**src/rtl/bin_to_bcd.sv**
```systemverilog
// -----------------------------------------------------------------------------
// bin_to_bcd
//
// Sequential binary-to-BCD converter using shift-and-add-3 (double dabble).
// It feeds the per-digit 7-segment decoders. One input bit is consumed per
// clock, so a conversion takes WIDTH cycles after the start is accepted.
//
// Parameters
//   WIDTH   width of the unsigned binary input (4..32)
//   DIGITS  number of packed BCD output digits (1..10)
//
// Ports
//   clk       system clock, rising edge
//   rst       synchronous active-high reset
//   start     conversion request, sampled only while idle
//   bin       binary value, captured on the accepted start edge
//   busy      high while a conversion is in progress
//   valid     one-cycle pulse when bcd/blank/overflow are updated
//   bcd       packed BCD result, digit 0 (units) in bits [3:0]
//   blank     leading-zero mask, 1 = digit is an unlit leading zero
//   overflow  value did not fit in DIGITS digits (bcd is not meaningful)
// -----------------------------------------------------------------------------
module bin_to_bcd #(
    parameter int WIDTH  = 16,
    parameter int DIGITS = 5
) (
    input  logic                  clk,
    input  logic                  rst,
    input  logic                  start,
    input  logic [WIDTH-1:0]      bin,
    output logic                  busy,
    output logic                  valid,
    output logic [4*DIGITS-1:0]   bcd,
    output logic [DIGITS-1:0]     blank,
    output logic                  overflow
);

    localparam int BW = 4 * DIGITS;
    localparam int CW = $clog2(WIDTH + 1);

    // Units digit is never blanked, so an all-zero value still shows "0".
    localparam logic [DIGITS-1:0] BLANK_RST = {DIGITS{1'b1}} ^ DIGITS'(1);

    typedef enum logic {
        IDLE,
        SHIFT
    } state_t;

    state_t             state_q,    state_d;
    logic [WIDTH-1:0]   shift_q,    shift_d;
    logic [BW-1:0]      work_q,     work_d;
    logic               ovf_acc_q,  ovf_acc_d;
    logic [CW-1:0]      cnt_q,      cnt_d;
    logic               busy_q,     busy_d;
    logic               valid_q,    valid_d;
    logic [BW-1:0]      bcd_q,      bcd_d;
    logic [DIGITS-1:0]  blank_q,    blank_d;
    logic               overflow_q, overflow_d;

    // -------------------------------------------------------------------------
    // Per-digit add-3 correction. A digit of 5..9 becomes 8..12, which fits in
    // 4 bits, so plain 4-bit arithmetic never wraps.
    // -------------------------------------------------------------------------
    logic [BW-1:0] work_adj;

    for (genvar gi = 0; gi < DIGITS; gi++) begin : g_adj
        assign work_adj[4*gi +: 4] = (work_q[4*gi +: 4] >= 4'd5)
                                   ? work_q[4*gi +: 4] + 4'd3
                                   : work_q[4*gi +: 4];
    end

    // Shift the corrected work register left by one, pulling in the next
    // binary bit (MSB first). The bit leaving the top digit is a carry into a
    // digit we do not have: after correction the top bit is set exactly when
    // the top digit was >= 5, i.e. when doubling would exceed 9.
    logic [BW-1:0] work_shift;
    logic          carry_out;
    logic          ovf_final;

    assign work_shift = {work_adj[BW-2:0], shift_q[WIDTH-1]};
    assign carry_out  = work_adj[BW-1];
    assign ovf_final  = ovf_acc_q | carry_out;

    // -------------------------------------------------------------------------
    // Leading-zero mask, computed from the post-shift value so it is ready on
    // the same edge as the final result. zero_from[i] means digits
    // DIGITS-1..i are all zero.
    // -------------------------------------------------------------------------
    logic [DIGITS:1]   zero_from;
    logic [DIGITS-1:0] blank_calc;

    assign zero_from[DIGITS] = 1'b1;

    for (genvar gi = 0; gi < DIGITS; gi++) begin : g_blank
        if (gi == 0) begin : g_units
            assign blank_calc[gi] = 1'b0;
        end else begin : g_upper
            assign zero_from[gi]  = (work_shift[4*gi +: 4] == 4'd0) && zero_from[gi+1];
            // An overflowed result is meaningless, so show every digit.
            assign blank_calc[gi] = zero_from[gi] && !ovf_final;
        end
    end

    // -------------------------------------------------------------------------
    // Next-state logic
    // -------------------------------------------------------------------------
    always_comb begin
        state_d    = state_q;
        shift_d    = shift_q;
        work_d     = work_q;
        ovf_acc_d  = ovf_acc_q;
        cnt_d      = cnt_q;
        busy_d     = busy_q;
        valid_d    = 1'b0;
        bcd_d      = bcd_q;
        blank_d    = blank_q;
        overflow_d = overflow_q;

        unique case (state_q)
            IDLE: begin
                if (start) begin
                    shift_d   = bin;
                    work_d    = '0;
                    ovf_acc_d = 1'b0;
                    cnt_d     = CW'(WIDTH);
                    busy_d    = 1'b1;
                    state_d   = SHIFT;
                end
            end

            SHIFT: begin
                work_d    = work_shift;
                shift_d   = shift_q << 1;
                ovf_acc_d = ovf_final;
                cnt_d     = cnt_q - CW'(1);

                // Counter still holds 1 on the edge doing the last shift.
                if (cnt_q == CW'(1)) begin
                    bcd_d      = work_shift;
                    overflow_d = ovf_final;
                    blank_d    = blank_calc;
                    valid_d    = 1'b1;
                    busy_d     = 1'b0;
                    state_d    = IDLE;
                end
            end

            default: begin
                state_d = IDLE;
                busy_d  = 1'b0;
            end
        endcase
    end

    // -------------------------------------------------------------------------
    // State registers
    // -------------------------------------------------------------------------
    always_ff @(posedge clk) begin
        if (rst) begin
            state_q    <= IDLE;
            shift_q    <= '0;
            work_q     <= '0;
            ovf_acc_q  <= 1'b0;
            cnt_q      <= '0;
            busy_q     <= 1'b0;
            valid_q    <= 1'b0;
            bcd_q      <= '0;
            blank_q    <= BLANK_RST;
            overflow_q <= 1'b0;
        end else begin
            state_q    <= state_d;
            shift_q    <= shift_d;
            work_q     <= work_d;
            ovf_acc_q  <= ovf_acc_d;
            cnt_q      <= cnt_d;
            busy_q     <= busy_d;
            valid_q    <= valid_d;
            bcd_q      <= bcd_d;
            blank_q    <= blank_d;
            overflow_q <= overflow_d;
        end
    end

    assign busy     = busy_q;
    assign valid    = valid_q;
    assign bcd      = bcd_q;
    assign blank    = blank_q;
    assign overflow = overflow_q;

endmodule

```
**config.mk**
```make
export PLATFORM = sky130hd
export DESIGN_NAME = bin_to_bcd
export DESIGN_NICKNAME = d
export VERILOG_FILES = /design/src/rtl/bin_to_bcd.sv
export SDC_FILE = /design/constraint.sdc
export NUM_CORES = 1
export LEC_CHECK = 0
export BUFFER_PORTS_ARGS = -buffer_cell sky130_fd_sc_hd__buf_2
export CAP_MARGIN = 15
export CORE_MARGIN = 8
export CORE_UTILIZATION = 35
export CTS_CLUSTER_SIZE = 12
export DETAILED_ROUTE_END_ITERATION = 8
export PLACE_DENSITY_LB_ADDON = 0.3
export SLEW_MARGIN = 30
export SYNTH_ARGS = -nofsm -noshare
export SYNTH_HDL_FRONTEND = slang
export SYNTH_SLANG_ARGS = --single-unit
```
**constraint.sdc**
```tcl
create_clock -name clk -period 4.2 [get_ports clk]
set_clock_uncertainty 0.05 [all_clocks]
set_input_delay 0.42 -clock clk [delete_from_list [all_inputs] [get_ports clk]]
set_output_delay 0.42 -clock clk [all_outputs]
set_load 0.03 [all_outputs]
```
# Word level (Yosys, flattened, before mapping)
# Cells that the tools add are included.
[classes]
addsub = 6
magnitude_cmp = 5
n_eq_ne = 3
n_mux = 20
n_bitwise = 2
reduce_logical = 15
[ops]
columns = ["cell", "count"]
rows = [
  ["$pmux W20 S2", 1],
  ["$pmux W16 S2", 1],
  ["$add A4 B2 Y4 const B", 5],
  ["$ge A4 B3 Y1 const B", 5],
  ["$mux W20", 1],
  ["$mux W4", 5],
  ["$logic_not A4 Y1", 4],
  ["$mux W16", 1],
  ["$pmux W5 S2", 1],
  ["$logic_and A1 B1 Y1", 7],
  ["$mux W1", 6],
  ["$pmux W1 S2", 3],
  ["$eq A5 B1 Y1 const B", 1],
  ["$mux W5", 1],
  ["$sub A5 B1 Y5 const B", 1],
  ["$reduce_and A2 Y1", 2],
  ["$ne A2 B1 Y1 const B", 1],
  ["$ne A2 B2 Y1 const B", 1],
  ["$reduce_or A2 Y1", 1],
  ["$logic_not A1 Y1", 1],
  ["$not A1 Y1", 1],
  ["$or A1 B1 Y1", 1],
]
[word_totals]
regBits = 70
out_inout_bits = 28
elab_cells = 61

# Longest topological paths before layout
# Gate-level depths: netlist of run 1.
[depth]
word_depth = 7
mapped_depth = 8

# Worst setup path after synthesis of run 1
# Ideal clock, no wire load.
[synth_timing]
path_type = "reg-to-reg"
start = "register work_q[12]"
end = "register blank_q[1], in the netlist blank[1]"
setup_time_ns = 0.060
arrival_time_ns = 1.974
required_ns = 4.090
slack_ns = 2.116
path_stages_with_launch = 9
path_buffers = 0
synth_period_minus_slack_ns = 2.084
path_cell_list = "dfxtp_1 inv_1 ha_1 nand2b_1 nor3b_1 a211o_1 or4b_4 nor3_2 a221o_1"
[synth_between]
elab_chain_len = 7
elab_cells_between_ends = 9
classes_between = "1 x add/sub; 1 x order compare; 1 x mux; 6 x reduce/logical"
[synth_lines]
columns = ["item", "line_no", "text"]
rows = [
  ["start: declaration", "51", "logic [BW-1:0] work_q, work_d;"],
  ["start signal: assignment", "173", "work_q <= work_d;"],
  ["$add A4 B2 Y4 / $ge A4 B3 Y1 (equally long branches)", "68, 67", ""],
  ["$mux W4 *", "68", "? work_q[4*gi +: 4] + 4'd3"],
  ["$logic_not A4 Y1", "98", "assign zero_from[gi] = (work_shift[4*gi +: 4] == 4'd0) && zero_from[gi+1];"],
  ["$logic_and A1 B1 Y1 * (3 in series)", "98", ""],
  ["$logic_and A1 B1 Y1 *", "100", "assign blank_calc[gi] = zero_from[gi] && !ovf_final;"],
  ["end signal: assignment", "179", "blank_q <= blank_d;"],
  ["end: declaration", "57", "logic [DIGITS-1:0] blank_q, blank_d;"],
]
# Mark *: on every way between the ends. The rest lies on a longest branch, timed or not.
# A chain may end at the register's enable or synchronous reset.

# Final worst setup path of run 1
# Same ends and word-level chain as after synthesis.

==> out/qor.txt, run 1 <==
Die Y: 112 um
Crit Path Category: reg2reg
worst path cell trace: inv_1 -> ha_1 -> nand2b_1 -> nor3b_1 -> a211o_1 -> or4b_4 -> nor3_2 -> a221o_1
nets@finish: 465
worst-margin pin slew: 0.716 ns
Clock Latency Late Sink: 0.35 ns
Placer Congestion: 0.764
grt ovf: 0
diodes inserted: 0
MaxCap Viol Count: 0
WL/cell: 13.3 um
#FFs+latches synth: 70
VDD IR max: 0.000230 V
GRT busiest layer: met2
CTS tree: yes
routed wire length: 7330 um
min cycle time layout: 2.26 ns
first-pass GRT wire length: 12700 um
Static Leakage: 1.58 nW
area of the multi-input gates: 1690 um^2
setup ws final: 1.94 ns
Synth Cell Area: 3240 um^2
I/O pin cnt: 47
Clock Tree Buf Depth: 2
drt pass-1 iters: 5
# fillers: 952
DRT iter0 DRCs: 167
Mapped Cells: 401
met1 Use GR: 0.147
total number of vias: 2786
H-tree depth: 3
Max Clk Rate: 442 MHz
CTS root buf: clkbuf_8
max-slew violation count: 0
Critical Path RT: 4.44 ns
Final Hold Viols: 0
largest net degree at the start of global routing: 68
Post-synth EDFFs: 0
Port Buffers: 45
dpl hpwl: 5020 um
Via density: 5.07
initial core utilization: 0.355
Row Count: 35
Async SR Flop Fraction: 0
Tcrit/Tclk final: 0.538
crit-path max FO: 5
P per Cell Area: 380 nW/um^2
clk sinks: 70
PnR Total Power: 1.42 mW
core footprint: 9110 um^2
met2 track demand over resource: 0.194
Ys Warns: 0
fraction of layout instances using a drive strength above 1: 0.155
Post-CTS Repair Setup Buffers: 0
post-cts resize count: 0
setup TNS: 0 ns
clock slew at reported path FFs: 0.07 ns
number of global-route vias before repair: 2655
Final Setup Violations: 0
CTS buffer count: 9
Slew headroom: 0.523
Mapped Nets: 432
GRT Total Usage: 0.122
area grow syn2layout: 15.4%
crit start category: flip-flop
crit-path max cell delay: 0.53 ns
most frequent cells in the layout: nor2_1 (69), dfxtp_1 (69), a21oi_1 (61)
initial antenna violation count: 0
Synth cell types: 35
HP Class: in2reg
chip width: 112 um
synthesized area per cell: 8.07 um^2
final core utilization: 0.410
Critical Path AT: 2.50 ns
register area share after synthesis: 0.433
met3 usage: 0.0531
outcome: completed
Reg area: 1400 um^2
hold_buf cts: 0
DIE AREA: 12600 um^2
post-route ant nets: 0
RSZ-0062 raised after global routing: no
Placement Setup Slack: 1.96 ns
Slowest-stage cell, CP: or4b_4
hold_ws: 0.319 ns
Setup crit end kind: flip-flop
DRC viols: 0
top_reg_cell synth: dfxtp_1
layer usage:
| metal | vias up | part of all wire |
|---|---|---|
| met5 | - | 0 |
| met3 | 2 | 0.062 |
| met4 | 0 | 0.0033 |
| met2 | 65 | 0.45 |
| met1 | 1284 | 0.49 |
| li1 | 1435 | - |
per-stage QoR:
stage                     instances  instance area [um^2]
after global routing            550                  3730
after CTS                       550                  3730
final                           550                  3730
after floorplan                 401                  3240
after detailed placement        534                  3520
after global placement          534                  3520
cell usage after synthesis (5+ instances only):
| library cell | instances | share of area |
|---|---|---|
| xnor2_1 | 5 | 0.014 |
| mux2i_1 | 24 | 0.074 |
| nor2_1 | 69 | 0.080 |
| inv_1 | 14 | 0.016 |
| nand3_1 | 6 | 0.0093 |
| a21oi_1 | 61 | 0.094 |
| a211oi_1 | 6 | 0.014 |
| nand2b_1 | 6 | 0.012 |
| and3_1 | 7 | 0.014 |
| nand2_1 | 34 | 0.039 |
| dfxtp_1 | 70 | 0.43 |
| ha_1 | 12 | 0.046 |
| nor3b_1 | 7 | 0.016 |
| nor3_1 | 19 | 0.029 |
| clkbuf_1 | 24 | 0.028 |
| o21ai_0 | 15 | 0.023 |
registers in the layout, indices dropped and copies added (netlist names):
name and count:
blank 4, ovf_acc_q 1, shift_q 16, busy 1
overflow 1, cnt_q 5, valid 1, state_q 1
work_q 20, bcd 20
final timing paths:
check	startpoint	to	slack (ns)	cells past startpoint
max	work_q[12]	blank[1]	1.94	8
min	bin[0]	shift_q[0]	0.32	3
max reg2reg	work_q[12]	blank[1]	1.94	8
min reg2reg	bcd[14]	bcd[14]	0.40	2
where the power goes:
part,leakage [nW],internal [mW],switching [mW]
clock network,0.110,0.349,0.248
logic,0.898,0.0433,0.0814
registers,0.569,0.684,0.0130
kinds of logic after synthesis:
group | Yosys count | share of synthesized area
muxes | 24 | 0.0742
and+or+nand+nor | 157 | 0.225
xor gates and xnor gates | 6 | 0.0162
DFF | 70 | 0.433
buffers and inverters | 39 | 0.0464
adders and majority gates | 12 | 0.0464
AOI/OAI and AO/OA | 92 | 0.157
other | 1 | 0.00116
worst max-delay path, delay by kind of cell, from the launching register on:
family / cells / cell delay (ns)
simple gates: 4 / 1.00
compound gates: 2 / 0.45
flops: 1 / 0.35
fa+ha+maj: 1 / 0.25
buf+inv: 1 / 0.11
layout make-up:
class / count / share of cell area
tap: 111 / 0.0372
clock buffer: 12 / 0.0389
clock inverter: 4 / 0.0188
sequential: 70 / 0.376
inverter: 14 / 0.0141
timing repair buffer: 47 / 0.0643
multi-input combinational: 292 / 0.451
Note: power is estimated with default switching activity, not from simulation.
==> run 2: changes to the inputs <==
clock period = 2.15 ns   (was 4.2 ns; I/O delays follow)
==> run 2 against run 1 <==
Net effect:
- power grew 83%
- combinational power is 110% higher
- fmax is 8.8% higher
- critical path type unchanged
- core utilization increased by 1.5 points
- global-route usage increased by 0.71 points
- largest power group unchanged
- critical endpoint unchanged
==> out/qor.txt, run 2 (synthesized netlist as in run 1, its figures left out) <==
WL/cell: 13.6 um
DIE AREA: 12600 um^2
Critical Path RT: 2.39 ns
chip width: 112 um
crit-path max FO: 3
GRT Total Usage: 0.129
cell area after layout: 3870 um^2
Setup crit end kind: flip-flop
Cell Area, Placed: 3650 um^2
min cycle time layout: 2.08 ns
Clock Tree Buf Depth: 2
nets@finish: 484
hold_ws: 0.105 ns
worst-margin pin slew: 0.718 ns
largest net degree at the start of global routing: 68
setup ws final: 0.0733 ns
Slew headroom: 0.521
P per Cell Area: 669 nW/um^2
outcome: completed
setup TNS: 0 ns
Inst Count DP: 552
MaxCap Viol Count: 0
dpl hpwl: 5360 um
drt pass-1 iters: 4
H-tree depth: 3
DRC viols: 0
Max Clk Rate: 482 MHz
Row Count: 35
crit start category: flip-flop
hold_buf cts: 0
Critical Path AT: 2.32 ns
post-route ant nets: 0
most frequent cells in the layout: nor2_1 (69), dfxtp_1 (66), a21oi_1 (60)
I/O pin cnt: 47
fraction of layout instances using a drive strength above 1: 0.211
CTS root buf: clkbuf_8
Crit Path Category: reg2reg
fin cells: 567
grt ovf: 0
HP Class: in2reg
Final Setup Violations: 0
RSZ-0062 raised after global routing: yes
PnR Total Power: 2.59 mW
CTS tree: yes
area grow syn2layout: 19.8%
CTS buffer count: 9
Port Buffers: 45
Die Y: 112 um
Static Leakage: 1.65 nW
routed wire length: 7720 um
Via density: 5.01
initial antenna violation count: 0
Clock Latency Late Sink: 0.35 ns
initial core utilization: 0.355
total number of vias: 2843
core footprint: 9110 um^2
clock slew at reported path FFs: 0.07 ns
clk sinks: 70
diodes inserted: 0
VDD IR max: 0.000315 V
max-slew violation count: 0
DRT iter0 DRCs: 149
final core utilization: 0.425
Final Hold Viols: 0
Placer Congestion: 0.804
most common cell after layout, fill and taps aside: nor2_1
number of global-route vias before repair: 2852
Placement Setup Slack: -0.0504 ns
Tcrit/Tclk final: 0.966
first-pass GRT wire length: 13400 um
[run 2: path summary, 6_finish.rpt]
kind | start | to | slack (ns) | depth (start not counted)
min reg2reg | bcd[0] | bcd[0] | 0.40 | 2
max reg2reg | work_q[13] | blank[1] | 0.07 | 8
min | bin[0] | shift_q[0] | 0.11 | 3
max | work_q[13] | blank[1] | 0.07 | 8
[run 2: critical path: stages, from the launching register on]
cell	delay, ns
dfxtp_2	0.33
inv_1	0.07
ha_2	0.17
nand2b_4	0.13
nor3b_1	0.14
a211o_1	0.29
or4b_4	0.55
nor3_4	0.14
a221o_1	0.15
[run 2: routing by layer]
metal | track usage | up-vias | part of all wire
met1 | 0.154 | 1310 | 0.47
met3 | 0.0531 | 5 | 0.065
met5 | 0 | - | 0
met4 | 0.0405 | 0 | 0.0061
met2 | 0.207 | 57 | 0.46
li1 | - | 1471 | -
[run 2: cell type report]
class,count,area (um^2)
inverters,14,52.6
flip-flops and latches,70,1410
multi-input cells,292,1720
clock inverters,1,5.00
clock buffers,13,169
repair buffers,66,383
fillers,952,5230
well taps,111,139
[run 2: where the power goes]
part	internal, mW	total, mW	switching [mW]
logic	0.0991	0.265	0.165
clock network	0.499	0.963	0.464
registers	1.34	1.36	0.0261
total	1.94	2.59	0.655
[run 2: repair_timing]
| item | 4_1_cts | 5_1_grt |
|---|---|---|
| setup buffers | 0 | 1 |
| resized for setup | 6 | 8 |
| pin swaps | 1 | 3 |
| endpoints found under the setup margin | 2 | 2 |
==> run 3: changes to the inputs <==
CELL_PAD_IN_SITES_DETAIL_PLACEMENT = 1   (was unset)
CELL_PAD_IN_SITES_GLOBAL_PLACEMENT = 2   (was unset)
CORE_UTILIZATION = 33   (was 35)
==> run 3 against run 2 <==
Net effect:
- critical endpoint unchanged
- fmax is 2.2% lower
- power rose by 9.2%
- first-iteration DRC count fell by 34%
- design area is 3.7% higher
- worst setup slack worse by 0.046 ns
- cell count increased by 4.9%
- register-to-register slack got worse by 0.05 ns
- global-route usage up 0.66 points
- core utilization fell by 0.86 points
==> out/qor.txt, run 3 (synthesized netlist as in run 1, its figures left out) <==
outcome: completed
total number of vias: 2914
chip width: 115 um
area grow syn2layout: 24.2%
Critical Path RT: 2.39 ns
max-slew violation count: 0
GRT Total Usage: 0.136
Worst setup startpoint: work_q[12]
Setup crit end kind: flip-flop
WL/cell: 14.6 um
setup TNS: 0 ns
CTS buffer count: 9
hold_ws: 0.109 ns
RR Endpoint: blank[1]
Final Setup Violations: 0
most common cell after layout, fill and taps aside: nor2_1
Buf/Inv on CP: 1
Clock Tree Buf Depth: 2
drt pass-1 iters: 4
largest net degree at the start of global routing: 68
initial antenna violation count: 0
first-pass GRT wire length: 14300 um
MaxCap Viol Count: 0
min cycle time layout: 2.12 ns
Setup crit end: blank[1]
internal reg-to-reg setup slack: 0.03 ns
crit-path max FO: 5
Worst path depth: 8
number of global-route vias before repair: 2968
I/O pin cnt: 47
Crit Path Category: reg2reg
grt ovf: 0
Tcrit/Tclk final: 0.987
Slowest-stage cell, CP: or4b_4
initial core utilization: 0.336
diodes inserted: 0
worst-margin pin slew: 0.681 ns
routed wire length: 8680 um
Row Count: 36
nets@finish: 488
delay-heaviest family, CP: simple AND/OR/NAND/NOR gates
DRC viols: 0
clk sinks: 70
hold_buf cts: 0
RSZ-0062 raised after global routing: yes
Via density: 4.90
core footprint: 9640 um^2
cell area after layout: 4020 um^2
P per Cell Area: 704 nW/um^2
Clock Latency Late Sink: 0.34 ns
Port Buffers: 45
Slew headroom: 0.546
HP Class: in2reg
fraction of layout instances using a drive strength above 1: 0.234
crit-path max cell delay: 0.58 ns
Static Leakage: 1.71 nW
Final Hold Viols: 0
clock slew at reported path FFs: 0.08 ns
Die Y: 115 um
R2R depth: 8
Cell Area, Placed: 3700 um^2
most frequent cells in the layout: nor2_1 (69), dfxtp_1 (61), a21oi_1 (60)
Critical Path AT: 2.36 ns
origin of the critical flop-to-flop path: work_q[12]
DRT iter0 DRCs: 98
VDD IR max: 0.000307 V
worst path cell trace: inv_1 -> ha_2 -> nand2b_4 -> nor3b_1 -> a211o_1 -> or4b_4 -> nor3_4 -> a221o_1
CTS root buf: clkbuf_8
Max Clk Rate: 471 MHz
DIE AREA: 13200 um^2
post-route ant nets: 0
crit start category: flip-flop
Placer Congestion: 0.775
H-tree depth: 3
CTS tree: yes
dpl hpwl: 6220 um
## run 3: cell count changes in the layout (fill, tap and decap cells not counted), sizes merged
cell / previous run / this run
buf: 66 / 70
bufinv: 0 / 2
clkbuf: 13 / 9
clkinv: 1 / 4
inv: 14 / 15
## run 3: timing repair
action,CTS,global route
endpoints found under the setup margin,2,3
gates resized for setup,3,20
pin swaps,2,8
gates cloned,0,0
setup buffers,0,4
## run 3: cell type report
cell class	instances	area (um^2)
sequential	70	1420
clock inverter	7	96.3
fill	1204	5620
inverter	14	57.6
multi-input combinational	292	1730
clock buffer	9	124
tap	133	166
timing repair buffer	70	425
## run 3: report_power, final
group / switching (mW) / total (mW) / internal [mW]
combinational: 0.170 / 0.270 / 0.100
clock: 0.538 / 1.20 / 0.657
sequential: 0.0282 / 1.36 / 1.34
total: 0.736 / 2.83 / 2.09
## run 3: per-stage QoR
stage	util	std cells	setup WS (ns)	power (mW)
after floorplan	-	401	0.0661	1.57
after CTS	0.408	591	0.0111	2.87
after global routing	0.417	595	-0.0734	2.97
final	0.417	595	0.0276	2.83
after global placement	0.384	575	0.0271	1.66
after detailed placement	0.384	575	-0.0661	1.67
## run 3: how the worst min path moves through the flow
stage | startpoint | end | slack (ns) | cells after the start
4_1_cts | bin[0] | shift_q[0] | 0.1 | 3
2_1_floorplan | bin[0] | shift_q[0] | 0.36 | 2
3_5_place_dp | bcd[17] | bcd[17] | 0.40 | 2
6_report | bin[0] | shift_q[0] | 0.11 | 3
3_3_place_gp | bcd[9] | bcd[9] | 0.39 | 2
5_1_grt | bin[0] | shift_q[0] | 0.12 | 3
## run 3: metal layers
layer / GRT usage / vias to the layer above / share of wire / wire length (um)
met5: 0 / - / 0 / 0
met4: 0.0525 / 0 / 0.014 / 118
met3: 0.0362 / 11 / 0.045 / 389
met2: 0.228 / 44 / 0.48 / 4200
met1: 0.162 / 1379 / 0.46 / 3980
li1: - / 1480 / - / -
## run 3: worst min-delay path, delay by kind of cell
kind / cells / cell delay [ns]
multiplexers: 1 / 0.05
AND/OR/NAND/NOR: 1 / 0.11
buffers and inverters: 1 / 0.08
